### config.mk
export PLATFORM = sky130hd
export DESIGN_NAME = flow_cfg_regs_flat
export DESIGN_NICKNAME = d
export VERILOG_FILES = /design/src/rtl/flow_cfg_pkg.sv /design/src/rtl/flow_cfg_regs_if.sv /design/src/rtl/flow_cfg_commit_fsm.sv /design/src/rtl/flow_cfg_regs.sv /design/src/flat_wrapper.sv
export SDC_FILE = /design/constraint.sdc
export NUM_CORES = 1
export LEC_CHECK = 0
export CAP_MARGIN = 20
export CORE_AREA = 2 2 161 163
export CTS_BUF_LIST = sky130_fd_sc_hd__clkbuf_4 sky130_fd_sc_hd__clkbuf_8
export DETAILED_ROUTE_END_ITERATION = 6
export DIE_AREA = 0 0 163 165
export DONT_BUFFER_PORTS = 1
export PLACE_DENSITY = 0.71
export SYNTH_ARGS = -nofsm -noshare
export SYNTH_HDL_FRONTEND = slang
export SYNTH_SLANG_ARGS = --single-unit
### constraint.sdc
create_clock -name clk -period 3.84 [get_ports clk]
set_input_delay 0.384 -clock clk [delete_from_list [all_inputs] [get_ports clk]]
set_output_delay 0.384 -clock clk [all_outputs]
set_load 0.03 [all_outputs]
### src/rtl/flow_cfg_pkg.sv
// Shared constants for the flow-config register block: sizing, register map,
// control/status bit positions and commit FSM state encoding.
package flow_cfg_pkg;

  localparam int N_FLOWS    = 256;
  localparam int N_MGRS     = 4;
  localparam int ADDR_WIDTH = 8;
  localparam int PAY_WIDTH  = 8;
  localparam int FLOW_WIDTH = (N_FLOWS > 1) ? $clog2(N_FLOWS) : 1;
  localparam int MGR_WIDTH  = (N_MGRS > 1) ? $clog2(N_MGRS) : 1;

  localparam logic [ADDR_WIDTH-1:0] REG_CTRL    = ADDR_WIDTH'('h00);
  localparam logic [ADDR_WIDTH-1:0] REG_STATUS  = ADDR_WIDTH'('h04);
  localparam logic [ADDR_WIDTH-1:0] REG_DMAC_LO = ADDR_WIDTH'('h08);
  localparam logic [ADDR_WIDTH-1:0] REG_DMAC_HI = ADDR_WIDTH'('h0C);
  localparam logic [ADDR_WIDTH-1:0] REG_SMAC_LO = ADDR_WIDTH'('h10);
  localparam logic [ADDR_WIDTH-1:0] REG_SMAC_HI = ADDR_WIDTH'('h14);
  localparam logic [ADDR_WIDTH-1:0] REG_ETYPE   = ADDR_WIDTH'('h18);
  localparam logic [ADDR_WIDTH-1:0] REG_PAYLOAD = ADDR_WIDTH'('h1C);
  localparam logic [ADDR_WIDTH-1:0] REG_LEN     = ADDR_WIDTH'('h20);
  localparam logic [ADDR_WIDTH-1:0] REG_FLOW_ID = ADDR_WIDTH'('h24);
  localparam logic [ADDR_WIDTH-1:0] REG_MGR_SEL = ADDR_WIDTH'('h28);

  localparam int CTRL_COMMIT     = 0;
  localparam int CTRL_CLR_ERR    = 1;
  localparam int STATUS_BUSY     = 0;
  localparam int STATUS_ID_ERR   = 1;
  localparam int STATUS_OVERRUN  = 2;
  localparam int STATUS_CNT_LSB  = 8;

  typedef enum logic [0:0] {
    ST_IDLE  = 1'b0,
    ST_ISSUE = 1'b1
  } commit_state_e;

  // Expands the 4 byte enables into a 32-bit bit mask.
  function automatic logic [31:0] byte_mask(input logic [3:0] strb);
    return {{8{strb[3]}}, {8{strb[2]}}, {8{strb[1]}}, {8{strb[0]}}};
  endfunction

endpackage

### src/rtl/flow_cfg_regs_if.sv
// Register bus plus the per-manager commit channel of the flow-config block.
interface flow_cfg_regs_if;
  import flow_cfg_pkg::*;

  logic [ADDR_WIDTH-1:0] reg_wr_addr;
  logic [31:0]           reg_wr_data;
  logic [3:0]            reg_wr_strb;
  logic                  reg_wr_en;
  logic                  reg_wr_wait;
  logic                  reg_wr_ack;
  logic [ADDR_WIDTH-1:0] reg_rd_addr;
  logic                  reg_rd_en;
  logic [31:0]           reg_rd_data;
  logic                  reg_rd_wait;
  logic                  reg_rd_ack;

  // Commit handshake: cfg_valid[m] rises with cfg_* already stable and stays
  // high (payload frozen) until the cycle cfg_ready[m] is sampled high; that
  // edge is the transfer. Only the selected manager's ready is looked at.
  logic [N_MGRS-1:0]     cfg_valid;
  logic [N_MGRS-1:0]     cfg_ready;
  logic [FLOW_WIDTH-1:0] cfg_id;
  logic [47:0]           cfg_d_mac;
  logic [47:0]           cfg_s_mac;
  logic [15:0]           cfg_ethertype;
  logic [PAY_WIDTH-1:0]  cfg_payload;
  logic [10:0]           cfg_len;

  modport slave (
    input  reg_wr_addr, reg_wr_data, reg_wr_strb, reg_wr_en,
    input  reg_rd_addr, reg_rd_en, cfg_ready,
    output reg_wr_wait, reg_wr_ack, reg_rd_data, reg_rd_wait, reg_rd_ack,
    output cfg_valid, cfg_id, cfg_d_mac, cfg_s_mac, cfg_ethertype, cfg_payload, cfg_len
  );

  modport master (
    output reg_wr_addr, reg_wr_data, reg_wr_strb, reg_wr_en,
    output reg_rd_addr, reg_rd_en, cfg_ready,
    input  reg_wr_wait, reg_wr_ack, reg_rd_data, reg_rd_wait, reg_rd_ack,
    input  cfg_valid, cfg_id, cfg_d_mac, cfg_s_mac, cfg_ethertype, cfg_payload, cfg_len
  );

endinterface

### src/rtl/flow_cfg_commit_fsm.sv
// Commit engine: validates a commit request, snapshots the shadow set onto the
// output bus and holds it on one manager channel until that manager accepts.
module flow_cfg_commit_fsm import flow_cfg_pkg::*; (
  input  logic                  clk,
  input  logic                  rst_n,
  input  logic                  commit_i,
  input  logic                  clr_err_i,
  input  logic [31:0]           flow_id_i,
  input  logic [MGR_WIDTH-1:0]  mgr_sel_i,
  input  logic [47:0]           d_mac_i,
  input  logic [47:0]           s_mac_i,
  input  logic [15:0]           etype_i,
  input  logic [PAY_WIDTH-1:0]  payload_i,
  input  logic [10:0]           len_i,
  input  logic [N_MGRS-1:0]     cfg_ready_i,
  output logic [N_MGRS-1:0]     cfg_valid_o,
  output logic [FLOW_WIDTH-1:0] cfg_id_o,
  output logic [47:0]           cfg_d_mac_o,
  output logic [47:0]           cfg_s_mac_o,
  output logic [15:0]           cfg_ethertype_o,
  output logic [PAY_WIDTH-1:0]  cfg_payload_o,
  output logic [10:0]           cfg_len_o,
  output logic                  id_err_o,
  output logic                  overrun_o,
  output logic [7:0]            commit_cnt_o,
  output commit_state_e         state_o
);

  commit_state_e         state_q, state_d;
  logic [N_MGRS-1:0]     valid_q, valid_d;
  logic [MGR_WIDTH-1:0]  sel_q, sel_d;
  logic                  id_err_q, id_err_d;
  logic                  ovr_q, ovr_d;
  logic [7:0]            cnt_q, cnt_d;
  logic                  load;
  logic                  bad_cfg;

  logic [FLOW_WIDTH-1:0] id_q;
  logic [47:0]           dmac_q;
  logic [47:0]           smac_q;
  logic [15:0]           etype_q;
  logic [PAY_WIDTH-1:0]  pay_q;
  logic [10:0]           len_q;

  assign bad_cfg = (flow_id_i >= 32'(N_FLOWS)) || (32'(mgr_sel_i) >= 32'(N_MGRS));

  // Error clears happen before the commit is evaluated, so a combined
  // CLR_ERR|COMMIT write can re-raise an error in the same cycle.
  always_comb begin
    state_d  = state_q;
    valid_d  = valid_q;
    sel_d    = sel_q;
    cnt_d    = cnt_q;
    load     = 1'b0;
    id_err_d = id_err_q & ~clr_err_i;
    ovr_d    = ovr_q & ~clr_err_i;
    case (state_q)
      ST_IDLE: begin
        if (commit_i) begin
          if (bad_cfg) begin
            id_err_d = 1'b1;
          end else begin
            load    = 1'b1;
            sel_d   = mgr_sel_i;
            valid_d = N_MGRS'(1) << mgr_sel_i;
            state_d = ST_ISSUE;
          end
        end
      end
      ST_ISSUE: begin
        if (commit_i) ovr_d = 1'b1;
        if (cfg_ready_i[sel_q]) begin
          valid_d = '0;
          cnt_d   = cnt_q + 8'd1;
          state_d = ST_IDLE;
        end
      end
      default: state_d = ST_IDLE;
    endcase
  end

  always_ff @(posedge clk or negedge rst_n) begin
    if (!rst_n) begin
      state_q  <= ST_IDLE;
      valid_q  <= '0;
      sel_q    <= '0;
      id_err_q <= 1'b0;
      ovr_q    <= 1'b0;
      cnt_q    <= '0;
    end else begin
      state_q  <= state_d;
      valid_q  <= valid_d;
      sel_q    <= sel_d;
      id_err_q <= id_err_d;
      ovr_q    <= ovr_d;
      cnt_q    <= cnt_d;
    end
  end

  always_ff @(posedge clk or negedge rst_n) begin
    if (!rst_n) begin
      id_q    <= '0;
      dmac_q  <= '0;
      smac_q  <= '0;
      etype_q <= '0;
      pay_q   <= '0;
      len_q   <= '0;
    end else if (load) begin
      id_q    <= flow_id_i[FLOW_WIDTH-1:0];
      dmac_q  <= d_mac_i;
      smac_q  <= s_mac_i;
      etype_q <= etype_i;
      pay_q   <= payload_i;
      len_q   <= len_i;
    end
  end

  assign cfg_valid_o     = valid_q;
  assign cfg_id_o        = id_q;
  assign cfg_d_mac_o     = dmac_q;
  assign cfg_s_mac_o     = smac_q;
  assign cfg_ethertype_o = etype_q;
  assign cfg_payload_o   = pay_q;
  assign cfg_len_o       = len_q;
  assign id_err_o        = id_err_q;
  assign overrun_o       = ovr_q;
  assign commit_cnt_o    = cnt_q;
  assign state_o         = state_q;

endmodule

### src/rtl/flow_cfg_regs.sv
// Flow-config register slave: byte-strobed shadow registers, readback decode,
// and the commit engine that publishes the shadow set to a traffic manager.
module flow_cfg_regs import flow_cfg_pkg::*; (
  input  logic            clk,
  input  logic            rst_n,
  flow_cfg_regs_if.slave  bus
);

  logic [47:0]          dmac_q, dmac_d;
  logic [47:0]          smac_q, smac_d;
  logic [15:0]          etype_q, etype_d;
  logic [PAY_WIDTH-1:0] pay_q, pay_d;
  logic [10:0]          len_q, len_d;
  logic [31:0]          flow_id_q, flow_id_d;
  logic [MGR_WIDTH-1:0] mgr_sel_q, mgr_sel_d;

  logic                 wr_ack_q;
  logic                 rd_ack_q;
  logic [31:0]          rd_data_q;
  logic [31:0]          rd_word;

  logic [31:0]          wmask;
  logic [31:0]          wdata;
  logic                 ctrl_wr;
  logic                 commit;
  logic                 clr_err;

  logic                 id_err;
  logic                 overrun;
  logic [7:0]           commit_cnt;
  commit_state_e        fsm_state;
  logic                 busy;

  assign wmask   = byte_mask(bus.reg_wr_strb);
  assign wdata   = bus.reg_wr_data;
  assign ctrl_wr = bus.reg_wr_en && (bus.reg_wr_addr == REG_CTRL) && bus.reg_wr_strb[0];
  assign commit  = ctrl_wr && wdata[CTRL_COMMIT];
  assign clr_err = ctrl_wr && wdata[CTRL_CLR_ERR];
  assign busy    = (fsm_state == ST_ISSUE);

  // Each field keeps only its own low bits; upper bytes of the bus are dropped.
  always_comb begin
    dmac_d    = dmac_q;
    smac_d    = smac_q;
    etype_d   = etype_q;
    pay_d     = pay_q;
    len_d     = len_q;
    flow_id_d = flow_id_q;
    mgr_sel_d = mgr_sel_q;
    if (bus.reg_wr_en) begin
      case (bus.reg_wr_addr)
        REG_DMAC_LO: dmac_d[31:0]  = (dmac_q[31:0] & ~wmask) | (wdata & wmask);
        REG_DMAC_HI: dmac_d[47:32] = (dmac_q[47:32] & ~wmask[15:0]) | (wdata[15:0] & wmask[15:0]);
        REG_SMAC_LO: smac_d[31:0]  = (smac_q[31:0] & ~wmask) | (wdata & wmask);
        REG_SMAC_HI: smac_d[47:32] = (smac_q[47:32] & ~wmask[15:0]) | (wdata[15:0] & wmask[15:0]);
        REG_ETYPE:   etype_d       = (etype_q & ~wmask[15:0]) | (wdata[15:0] & wmask[15:0]);
        REG_PAYLOAD: pay_d         = (pay_q & ~wmask[PAY_WIDTH-1:0]) |
                                     (wdata[PAY_WIDTH-1:0] & wmask[PAY_WIDTH-1:0]);
        REG_LEN:     len_d         = (len_q & ~wmask[10:0]) | (wdata[10:0] & wmask[10:0]);
        REG_FLOW_ID: flow_id_d     = (flow_id_q & ~wmask) | (wdata & wmask);
        REG_MGR_SEL: mgr_sel_d     = (mgr_sel_q & ~wmask[MGR_WIDTH-1:0]) |
                                     (wdata[MGR_WIDTH-1:0] & wmask[MGR_WIDTH-1:0]);
        default: ;
      endcase
    end
  end

  always_comb begin
    rd_word = '0;
    case (bus.reg_rd_addr)
      REG_STATUS: begin
        rd_word[STATUS_BUSY]                      = busy;
        rd_word[STATUS_ID_ERR]                    = id_err;
        rd_word[STATUS_OVERRUN]                   = overrun;
        rd_word[STATUS_CNT_LSB+7:STATUS_CNT_LSB]  = commit_cnt;
      end
      REG_DMAC_LO: rd_word = dmac_q[31:0];
      REG_DMAC_HI: rd_word = 32'(dmac_q[47:32]);
      REG_SMAC_LO: rd_word = smac_q[31:0];
      REG_SMAC_HI: rd_word = 32'(smac_q[47:32]);
      REG_ETYPE:   rd_word = 32'(etype_q);
      REG_PAYLOAD: rd_word = 32'(pay_q);
      REG_LEN:     rd_word = 32'(len_q);
      REG_FLOW_ID: rd_word = flow_id_q;
      REG_MGR_SEL: rd_word = 32'(mgr_sel_q);
      default:     rd_word = '0;
    endcase
  end

  always_ff @(posedge clk or negedge rst_n) begin
    if (!rst_n) begin
      dmac_q    <= '0;
      smac_q    <= '0;
      etype_q   <= '0;
      pay_q     <= '0;
      len_q     <= '0;
      flow_id_q <= '0;
      mgr_sel_q <= '0;
      wr_ack_q  <= 1'b0;
      rd_ack_q  <= 1'b0;
      rd_data_q <= '0;
    end else begin
      dmac_q    <= dmac_d;
      smac_q    <= smac_d;
      etype_q   <= etype_d;
      pay_q     <= pay_d;
      len_q     <= len_d;
      flow_id_q <= flow_id_d;
      mgr_sel_q <= mgr_sel_d;
      wr_ack_q  <= bus.reg_wr_en;
      rd_ack_q  <= bus.reg_rd_en;
      if (bus.reg_rd_en) rd_data_q <= rd_word;
    end
  end

  assign bus.reg_wr_wait = 1'b0;
  assign bus.reg_rd_wait = 1'b0;
  assign bus.reg_wr_ack  = wr_ack_q;
  assign bus.reg_rd_ack  = rd_ack_q;
  assign bus.reg_rd_data = rd_data_q;

  flow_cfg_commit_fsm u_commit (
    .clk             (clk),
    .rst_n           (rst_n),
    .commit_i        (commit),
    .clr_err_i       (clr_err),
    .flow_id_i       (flow_id_q),
    .mgr_sel_i       (mgr_sel_q),
    .d_mac_i         (dmac_q),
    .s_mac_i         (smac_q),
    .etype_i         (etype_q),
    .payload_i       (pay_q),
    .len_i           (len_q),
    .cfg_ready_i     (bus.cfg_ready),
    .cfg_valid_o     (bus.cfg_valid),
    .cfg_id_o        (bus.cfg_id),
    .cfg_d_mac_o     (bus.cfg_d_mac),
    .cfg_s_mac_o     (bus.cfg_s_mac),
    .cfg_ethertype_o (bus.cfg_ethertype),
    .cfg_payload_o   (bus.cfg_payload),
    .cfg_len_o       (bus.cfg_len),
    .id_err_o        (id_err),
    .overrun_o       (overrun),
    .commit_cnt_o    (commit_cnt),
    .state_o         (fsm_state)
  );

endmodule
### src/flat_wrapper.sv
// flat-port wrapper written by rule: the top's interface ports become plain ports
module flow_cfg_regs_flat import flow_cfg_pkg::*;
  (clk, rst_n, bus_reg_wr_addr, bus_reg_wr_data, bus_reg_wr_strb, bus_reg_wr_en, bus_reg_rd_addr, bus_reg_rd_en, bus_cfg_ready, bus_reg_wr_wait, bus_reg_wr_ack, bus_reg_rd_data, bus_reg_rd_wait, bus_reg_rd_ack, bus_cfg_valid, bus_cfg_id, bus_cfg_d_mac, bus_cfg_s_mac, bus_cfg_ethertype, bus_cfg_payload, bus_cfg_len);
  flow_cfg_regs_if bus_i ();
  input  logic clk;
  input  logic rst_n;
  input wire logic [$bits(bus_i.reg_wr_addr)-1:0] bus_reg_wr_addr;
  input wire logic [$bits(bus_i.reg_wr_data)-1:0] bus_reg_wr_data;
  input wire logic [$bits(bus_i.reg_wr_strb)-1:0] bus_reg_wr_strb;
  input wire logic [$bits(bus_i.reg_wr_en)-1:0] bus_reg_wr_en;
  input wire logic [$bits(bus_i.reg_rd_addr)-1:0] bus_reg_rd_addr;
  input wire logic [$bits(bus_i.reg_rd_en)-1:0] bus_reg_rd_en;
  input wire logic [$bits(bus_i.cfg_ready)-1:0] bus_cfg_ready;
  output wire logic [$bits(bus_i.reg_wr_wait)-1:0] bus_reg_wr_wait;
  output wire logic [$bits(bus_i.reg_wr_ack)-1:0] bus_reg_wr_ack;
  output wire logic [$bits(bus_i.reg_rd_data)-1:0] bus_reg_rd_data;
  output wire logic [$bits(bus_i.reg_rd_wait)-1:0] bus_reg_rd_wait;
  output wire logic [$bits(bus_i.reg_rd_ack)-1:0] bus_reg_rd_ack;
  output wire logic [$bits(bus_i.cfg_valid)-1:0] bus_cfg_valid;
  output wire logic [$bits(bus_i.cfg_id)-1:0] bus_cfg_id;
  output wire logic [$bits(bus_i.cfg_d_mac)-1:0] bus_cfg_d_mac;
  output wire logic [$bits(bus_i.cfg_s_mac)-1:0] bus_cfg_s_mac;
  output wire logic [$bits(bus_i.cfg_ethertype)-1:0] bus_cfg_ethertype;
  output wire logic [$bits(bus_i.cfg_payload)-1:0] bus_cfg_payload;
  output wire logic [$bits(bus_i.cfg_len)-1:0] bus_cfg_len;
  assign bus_i.reg_wr_addr = bus_reg_wr_addr;
  assign bus_i.reg_wr_data = bus_reg_wr_data;
  assign bus_i.reg_wr_strb = bus_reg_wr_strb;
  assign bus_i.reg_wr_en = bus_reg_wr_en;
  assign bus_i.reg_rd_addr = bus_reg_rd_addr;
  assign bus_i.reg_rd_en = bus_reg_rd_en;
  assign bus_i.cfg_ready = bus_cfg_ready;
  assign bus_reg_wr_wait = bus_i.reg_wr_wait;
  assign bus_reg_wr_ack = bus_i.reg_wr_ack;
  assign bus_reg_rd_data = bus_i.reg_rd_data;
  assign bus_reg_rd_wait = bus_i.reg_rd_wait;
  assign bus_reg_rd_ack = bus_i.reg_rd_ack;
  assign bus_cfg_valid = bus_i.cfg_valid;
  assign bus_cfg_id = bus_i.cfg_id;
  assign bus_cfg_d_mac = bus_i.cfg_d_mac;
  assign bus_cfg_s_mac = bus_i.cfg_s_mac;
  assign bus_cfg_ethertype = bus_i.cfg_ethertype;
  assign bus_cfg_payload = bus_i.cfg_payload;
  assign bus_cfg_len = bus_i.cfg_len;
  flow_cfg_regs u_core (.clk(clk), .rst_n(rst_n), .bus(bus_i));
endmodule
Word level (Yosys, flattened, before mapping)
Index checks and enable logic that the tools add are counted.
{"block": "totals", "regBits": 355, "output_inout_bits": 179, "elab_cells": 120}
{"block": "op_classes", "add_sub_neg": 1, "n_lt_le_gt_ge": 2, "n_eq_ne": 22, "shift": 1, "mux": 20, "bitwise_logic": 33, "n_reduce_logical": 17}
{"operator": "$and A32 B32 Y32", "count": 4}
{"operator": "$or A32 B32 Y32", "count": 3}
{"operator": "$and A16 B16 Y16", "count": 4}
{"operator": "$eq A8 B5 Y1 const B", "count": 8}
{"operator": "$pmux W8 S8", "count": 1}
{"operator": "$eq A8 B6 Y1 const B", "count": 6}
{"operator": "$or A16 B16 Y16", "count": 3}
{"operator": "$pmux W16 S3", "count": 1}
{"operator": "$pmux W5 S8", "count": 1}
{"operator": "$eq A8 B4 Y1 const B", "count": 4}
{"operator": "$ge A32 B9 Y1 const B", "count": 1}
{"operator": "$not A32 Y32", "count": 1}
{"operator": "$pmux W3 S10", "count": 1}
{"operator": "$and A11 B11 Y11", "count": 2}
{"operator": "$reduce_and A2 Y1", "count": 10}
{"operator": "$and A8 B8 Y8", "count": 2}
{"operator": "$not A16 Y16", "count": 1}
{"operator": "$mux W4", "count": 3}
{"operator": "$not A11 Y11", "count": 1}
{"operator": "$or A11 B11 Y11", "count": 1}
{"operator": "$mux W1", "count": 10}
{"operator": "$add A8 B1 Y8 const B", "count": 1}
{"operator": "$eq A8 B3 Y1 const B", "count": 1}
{"operator": "$logic_not A8 Y1", "count": 1}
{"operator": "other kinds (16)", "count": 25}

Longest topological paths before layout
Gate-level depths: netlist of the first run.
{"block": "logic_depth", "depth_word": 9, "depth_mapped": 8}

Hierarchy
From an unflattened synthesis of the first run, not the netlist that was laid out.
{"block": "hier_totals", "cells_unflattened": 1071, "hier_area_um2": 15222.1}
{"module": "flow_cfg_regs", "n_inst": 1, "cells_per_inst": 706, "area_per_inst_um2": 9018.6}
{"module": "flow_cfg_commit_fsm", "n_inst": 1, "cells_per_inst": 365, "area_per_inst_um2": 6203.4}

Worst setup path before layout of the first run
OpenSTA, ideal clock, no wires.
{"block": "synth_timing", "path_type": "input to register", "from": "input port bus_reg_rd_addr[2]", "to": "register u_core.rd_data_q[16], in the netlist u_core.bus.reg_rd_data[16]", "arrival_ns": 1.926, "slack_ns": 1.831, "stages": 6, "cell_sequence": "clkbuf_2 or4b_2 nor2_1 clkbuf_1 a222oi_1 o22ai_1"}
{"block": "synth_between", "elab_chain_len": 2, "elab_cells_between_ends": 4, "classes_between": "3 x eq/ne; 1 x mux"}
{"element": "start: declaration", "line_no": "flat_wrapper.sv:11", "rtl": "input wire logic [$bits(bus_i.reg_rd_addr)-1:0] bus_reg_rd_addr;"}
{"element": "$eq A8 B6 Y1 (tied with other cells)", "line_no": "flow_cfg_regs.sv:70", "rtl": "case (bus.reg_rd_addr)"}
{"element": "$pmux W16 S3 *", "line_no": "flow_cfg_regs.sv:70"}
{"element": "end signal: assignment", "line_no": "flow_cfg_regs.sv:112", "rtl": "if (bus.reg_rd_en) rd_data_q <= rd_word;"}
{"element": "end: declaration", "line_no": "flow_cfg_regs.sv:19", "rtl": "logic [31:0] rd_data_q;"}
Mark *: on every way between the ends. The rest lies on a longest branch, timed or not.
A chain may end at the register's enable or synchronous reset.

==> impl_metrics.toml, run 1 <==
[flow_run]
drv_cap = 0

[global_routing]
antenna_found_initial = 3
grt.total_usage_pct = 30.5
grt_max_degree = 356
grt_pass1_vias = 10800
grt_overflow = 0
grt_first_pass_wirelength_mm = 62.4

[clock_network]
clkLatencyLatePin_ns = 0.60
cts_tree = "built"
cts_root_buffer = "clkbuf_8"
cts.sinks = 355
cts_made_buffers = 55
postCtsHoldBufs = 36
htree_levels = 2
clk_path_buf_depth = 3
post_cts_resize_count = 0
cts.clk_slew.worst_paths_ns = 0.06

[yosys]
yosys-top-cells-area = "dfrtp_1 60%, mux2_2 13%, nand2_1 11%, o22ai_1 1.6%, a222oi_1 1.2%"
synth.ff_latch_count = 355
synth_top_area_share_pct = 59.7
synth_area_leader_cell = "dfrtp_1"
synth_edf_count = 0
synth.distinct_cells = 59
async_flop_share_pct = 100
synthCells = 1345
synthFlopType = "dfrtp_1"
ys_seq_area_share_pct = 59.7
yosys_warnings = 0
syn-mean-instance-area_um2 = 11.1
synth_area_mm2 = 0.0149

[detailed_routing]
wl_mm = 40.6
via_per_inst = 6.09
drt_iter0_drc = 1119
firstDrtPassIters = 5
vias = 10700
drc = 0
ant_nets = 0
post_drt_wl_per_cell_um = 23.1

[timing]
period_share_pct = 74.4
period_needed_ns = 2.86
drv_slew = 0
worst_pin_slew_ns = 1.06
grt_setup_unrepaired = "false"
slew_headroom_pct = 28.9
holdWs_ns = -0.520
tns_ns = 0
setup_viol = 0
max_freq_ghz = 0.350
skew_ns = 0.0162
hold_violations = 355

[critical_path]
timing.reg2reg.setup_slack_ns = 0.98
r2r-end = "u_core.u_commit.cfg_s_mac_o[7]"
crit_required_ns = 4.32
path_class = "reg2reg"
path_max_fanout = 82
end_kind = "register"
rr_worst_depth = 6
start_kind = "register"
arrival_ns = 3.34

[floorplanning]
initial_core_util_pct = 59.4
io_pins = 239
core_area_mm2 = 0.0250
dieArea_mm2 = 0.0269
die_x_um = 163
die_h_um = 165
num_rows = 58

[cells_and_area]
area.growth.synth_to_final_pct = 12.0
nets = 1441
final_util_pct = 66.6
drive_gt1_share_pct = 20.9

[power]
ir_worst_vdd_mv = 0.242
power.leakage_nw = 8.39
p_per_area_mw_per_mm2 = 436

[outcome]
status = "finished with violations"
failed_checks = "hold timing"

[hold_path]
hold_path.class = "in2async"

[place]
dp_hpwl_mm = 26.9
io_buffers = 0
routabilityCongestion = 0.943
power by group:
group          switching (mW)  internal (mW)
registers              0.0544           3.79
clock network            1.46           1.77
logic                   0.103         0.0941
metal layers:
metal	share of wire, %	up-vias	GRT usage (%)	wire (um)
li1	-	4704	-	-
met1	40	5422	39.7	16100
met2	48	453	49.2	19500
met3	8.5	108	7.68	3450
met4	3.7	0	12.8	1520
met5	0	-	0	0
cell usage in the layout, fill, tap and decap left out, drive strengths merged, types with 5 or more instances in the layout:
cell type    Yosys  final
nor3            14     14
buf             42     13
mux2           167    167
clkinv           0      9
a222oi          18     18
a22oi           20     20
a21oi           10     10
nand3b           8      8
nand3           28     28
inv             35     35
dlygate4sd3      0     35
clkbuf          29     87
nor2            12     12
o21ai            9      9
xnor2            5      5
nand2          444    444
or3              5      5
and2             6      6
o22ai           38     38
mux2i           15     15
dfrtp          355    355
or4b             5      5
nor4b            7      7
nor4             8      8
a211oi           7      7
a22o             7      7
area by class of cell:
class / instances / area (um2)
timing repair buffer: 48 / 510
fill: 1980 / 8360
clock buffer: 87 / 1070
sequential: 355 / 8880
tap: 330 / 413
multi-input combinational: 885 / 5590
antenna: 4 / 10.0
inverter: 35 / 131
clock inverter: 12 / 67.6
kinds of logic (layout without fill, tap and decap cells):
group                      Yosys count  in the layout  share of synthesized area, %
DFF                                355            355                          59.7
muxes                              185            185                          14.1
adders and majority gates            1              1                        0.0841
and+or+nand+nor                    558            558                          16.2
AOI/OAI and AO/OA                  132            132                          6.49
other                                1              6                        0.0252
buffers and inverters              106            182                          3.01
xor gates and xnor gates             7              7                         0.412
metrics by stage:
stage | hold slack [ns] | total power [mW] | setup WS [ns] | cells | area [um2]
detailed placement | 0.100 | 4.04 | 0.966 | 1616 | 15100
floorplan | 0.0884 | 4.02 | 1.83 | 1346 | 14900
CTS | -0.527 | 7.30 | 0.951 | 1751 | 16700
global route | -0.539 | 7.52 | 0.831 | 1756 | 16700
finish | -0.520 | 7.28 | 0.982 | 1756 | 16700
global placement | 0.0985 | 4.04 | 1.02 | 1616 | 15100
critical path, stage by stage, from the launching register on:
cell and delay, ns:
dfrtp_1 0.40, nor4_1 0.48, nand4_1 0.36, or4b_4 0.93
buf_12 0.35, nand2_1 0.13, nand2_1 0.06
how the worst max path moves through the flow:
stage,start,to,cells after the start
after detailed placement,register,u_core.u_commit.cfg_d_mac_o[42],6
after floorplan,bus_reg_rd_addr[2],u_core.bus.reg_rd_data[16],6
final,register,u_core.u_commit.cfg_s_mac_o[7],6
after global placement,register,u_core.u_commit.cfg_d_mac_o[43],6
after global routing,register,u_core.u_commit.cfg_s_mac_o[34],6
after CTS,register,u_core.u_commit.cfg_d_mac_o[42],6
cells in the mapped netlist (5+ instances only):
cell type	count
mux2i_1	15
o22ai_1	38
o21ai_0	9
nand3b_1	8
nor3_1	13
nor2_1	11
a211oi_1	7
buf_1	7
dfrtp_1	355
clkbuf_1	28
mux2_2	167
or3_1	5
nor4_1	6
a222oi_1	18
nand2_1	444
a22o_1	7
nand3_1	28
a21oi_1	10
buf_2	33
xnor2_1	5
inv_1	35
a22oi_1	20
repair_timing:
| item | CTS | global route |
|---|---|---|
| hold endpoints to repair | 556 | 355 |
| setup endpoints to repair | 0 | 0 |
| buffers inserted | 0 | 0 |
No activity file was read; power rests on OpenSTA's default activity.
==> run 2, diff against run 1 <==
==> constraint.sdc (replaced) <==
create_clock -name clk -period 2.7 [get_ports clk]
set_input_delay 0.27 -clock clk [delete_from_list [all_inputs] [get_ports clk]]
set_output_delay 0.27 -clock clk [all_outputs]
set_load 0.03 [all_outputs]
==> run 2 against run 1 <==
  * The run ends with DRC, hold timing left
  * Core utilization is 0.94 points higher
  * Worst setup slack worse by 0.70 ns
  * Via count is 0.87% higher
  * Count of clock-buffer cells in the layout is 4 higher
  * Clock power is 46% higher
  * Wire length is 0.79% higher
  * Hold slack worse by 0.084 ns
  * First-iteration DRC count is 3.8% higher
  * Sequential share of layout area is 0.74 points lower
  * Global-route usage hardly changed
  * Largest cell class unchanged
  * Largest power group unchanged
==> impl_metrics.toml, run 2 (synthesized netlist as in run 1, its figures left out) <==
[critical_path]
crit_slowest_cell = "or4b_4"
r2r-end = "u_core.u_commit.cfg_d_mac_o[22]"
path_buf_inv = 2
rr_worst_depth = 7
critPathTopFamily = "simple AND/OR/NAND/NOR gates"
critPathCapture = "u_core.u_commit.cfg_d_mac_o[22]"
crit_required_ns = 3.16
path_class = "reg2reg"
crit_path_cell_trace = "nor4_1 > nand4_1 > buf_4 > or4b_4 > buf_4 > nand2_1 > nand2_1"
path_depth = 7
arrival_ns = 2.87
start_kind = "register"
end_kind = "register"
path_max_fanout = 62
cpPeakStageDelay_ns = 0.54
timing.reg2reg.setup_slack_ns = 0.28

[global_routing]
grt_first_pass_wirelength_mm = 62.5
grt_overflow = 0
antenna_found_initial = 3
grt_pass1_vias = 11000
grt.total_usage_pct = 30.5
grt_max_degree = 356

[cells_and_area]
final-seq-area_mm2 = 0.00888
nets = 1463
area.growth.synth_to_final_pct = 13.6
multi_input_area_mm2 = 0.00559
stdcell_count = 1778
fill_cells = 1965
layout_commonest_cell = "nand2_1"
final_cell_mix = "444 x nand2_1, 355 x dfrtp_1, 167 x mux2_2"
drive_gt1_share_pct = 21.8

[floorplanning]
core_area_mm2 = 0.0250
die_h_um = 165
die_x_um = 163
initial_core_util_pct = 59.4
num_rows = 58
dieArea_mm2 = 0.0269
io_pins = 239

[detailed_routing]
drc = 5
wl_mm = 40.9
post_drt_wl_per_cell_um = 23.0
ant_nets = 0
via_per_inst = 6.06
firstDrtPassIters = 7
drt_iter0_drc = 1162
vias = 10800

[clock_network]
cts_made_buffers = 54
htree_levels = 2
cts.sinks = 355
postCtsHoldBufs = 41
clk_path_buf_depth = 3
clkLatencyLatePin_ns = 0.59
cts.clk_slew.worst_paths_ns = 0.06
cts_tree = "built"
cts_root_buffer = "clkbuf_8"

[timing]
worst_pin_slew_ns = 1.10
setup_viol = 0
skew_ns = 0.0195
period_share_pct = 89.5
grt_setup_unrepaired = "false"
holdWs_ns = -0.604
max_freq_ghz = 0.414
period_needed_ns = 2.42
drv_slew = 0
hold_violations = 355
slew_headroom_pct = 26.4
tns_ns = 0

[power]
p_per_area_mw_per_mm2 = 620
power.leakage_nw = 8.54
power.total_mw = 10.5
ir_worst_vdd_mv = 0.412

[outcome]
status = "finished with violations"
failed_checks = "DRC, hold timing"

[flow_run]
drv_cap = 0

[hold_path]
hold_path.class = "in2async"

[place]
routabilityCongestion = 0.957
dp_hpwl_mm = 27.5
placedCellCount = 1635
io_buffers = 0
-- run 2: cell types whose count changed in the layout (fill, tap and decap cells not counted) --
| cell | previous run | this run |
|---|---|---|
| clkbuf_4 | 20 | 18 |
| dlygate4sd3_1 | 35 | 40 |
| clkbuf_8 | 67 | 73 |
| clkinv_2 | 9 | 8 |
| buf_4 | 8 | 25 |
| clkinvlp_4 | 3 | 0 |
| buf_12 | 5 | 6 |
| diode_2 | 4 | 3 |
-- run 2: stage by stage --
step | cell area [um2] | utilization, % | worst slack (ns)
after global placement | 15300 | 61.1 | 0.281
after global routing | 16900 | 67.5 | 0.147
after CTS | 16900 | 67.5 | 0.266
after floorplan | 14900 | - | 0.788
after detailed placement | 15300 | 61.1 | 0.289
final | 16900 | 67.5 | 0.284
-- run 2: power breakdown --
part           switching, mW  total, mW  internal (mW)
Clock                   2.06       4.71           2.65
Sequential            0.0799       5.47           5.39
Combinational          0.154      0.300          0.147
-- run 2: area by class of cell --
type	count	area share (%)
clock inverters	8	0.237
clock buffers	91	6.74
repair buffers	71	4.19
inverters	35	0.777
flip-flops and latches	355	52.5
well taps	330	2.44
diodes	3	0.0444
multi-input cells	885	33.0
-- run 2: repair_timing --
action,CTS,global route
setup buffers,0,0
resized for setup,0,0
endpoints found under the hold margin,556,355
-- run 2: routing by layer --
layer,vias to the layer above,routed length (um),GRT usage [%]
met5,-,0,0
met4,0,1610,14.0
met3,101,3580,7.86
met2,514,19600,49.5
met1,5413,16100,38.7
li1,4752,-,-
-- run 2: how the worst min path moves through the flow --
stage	end	slack (ns)	startpoint	cells after the start
2_1_floorplan	asynchronous set/reset pin	-0.03	rst_n	0
3_3_place_gp	u_core.u_commit.cfg_ethertype_o[6]	-0.01	rst_n	0
3_5_place_dp	u_core.u_commit.cfg_ethertype_o[4]	-0.02	rst_n	0
4_1_cts	u_core.u_commit.cfg_ethertype_o[4]	-0.63	rst_n	0
5_1_grt	u_core.u_commit.cfg_ethertype_o[4]	-0.63	rst_n	0
6_report	u_core.u_commit.cfg_ethertype_o[4]	-0.60	rst_n	0
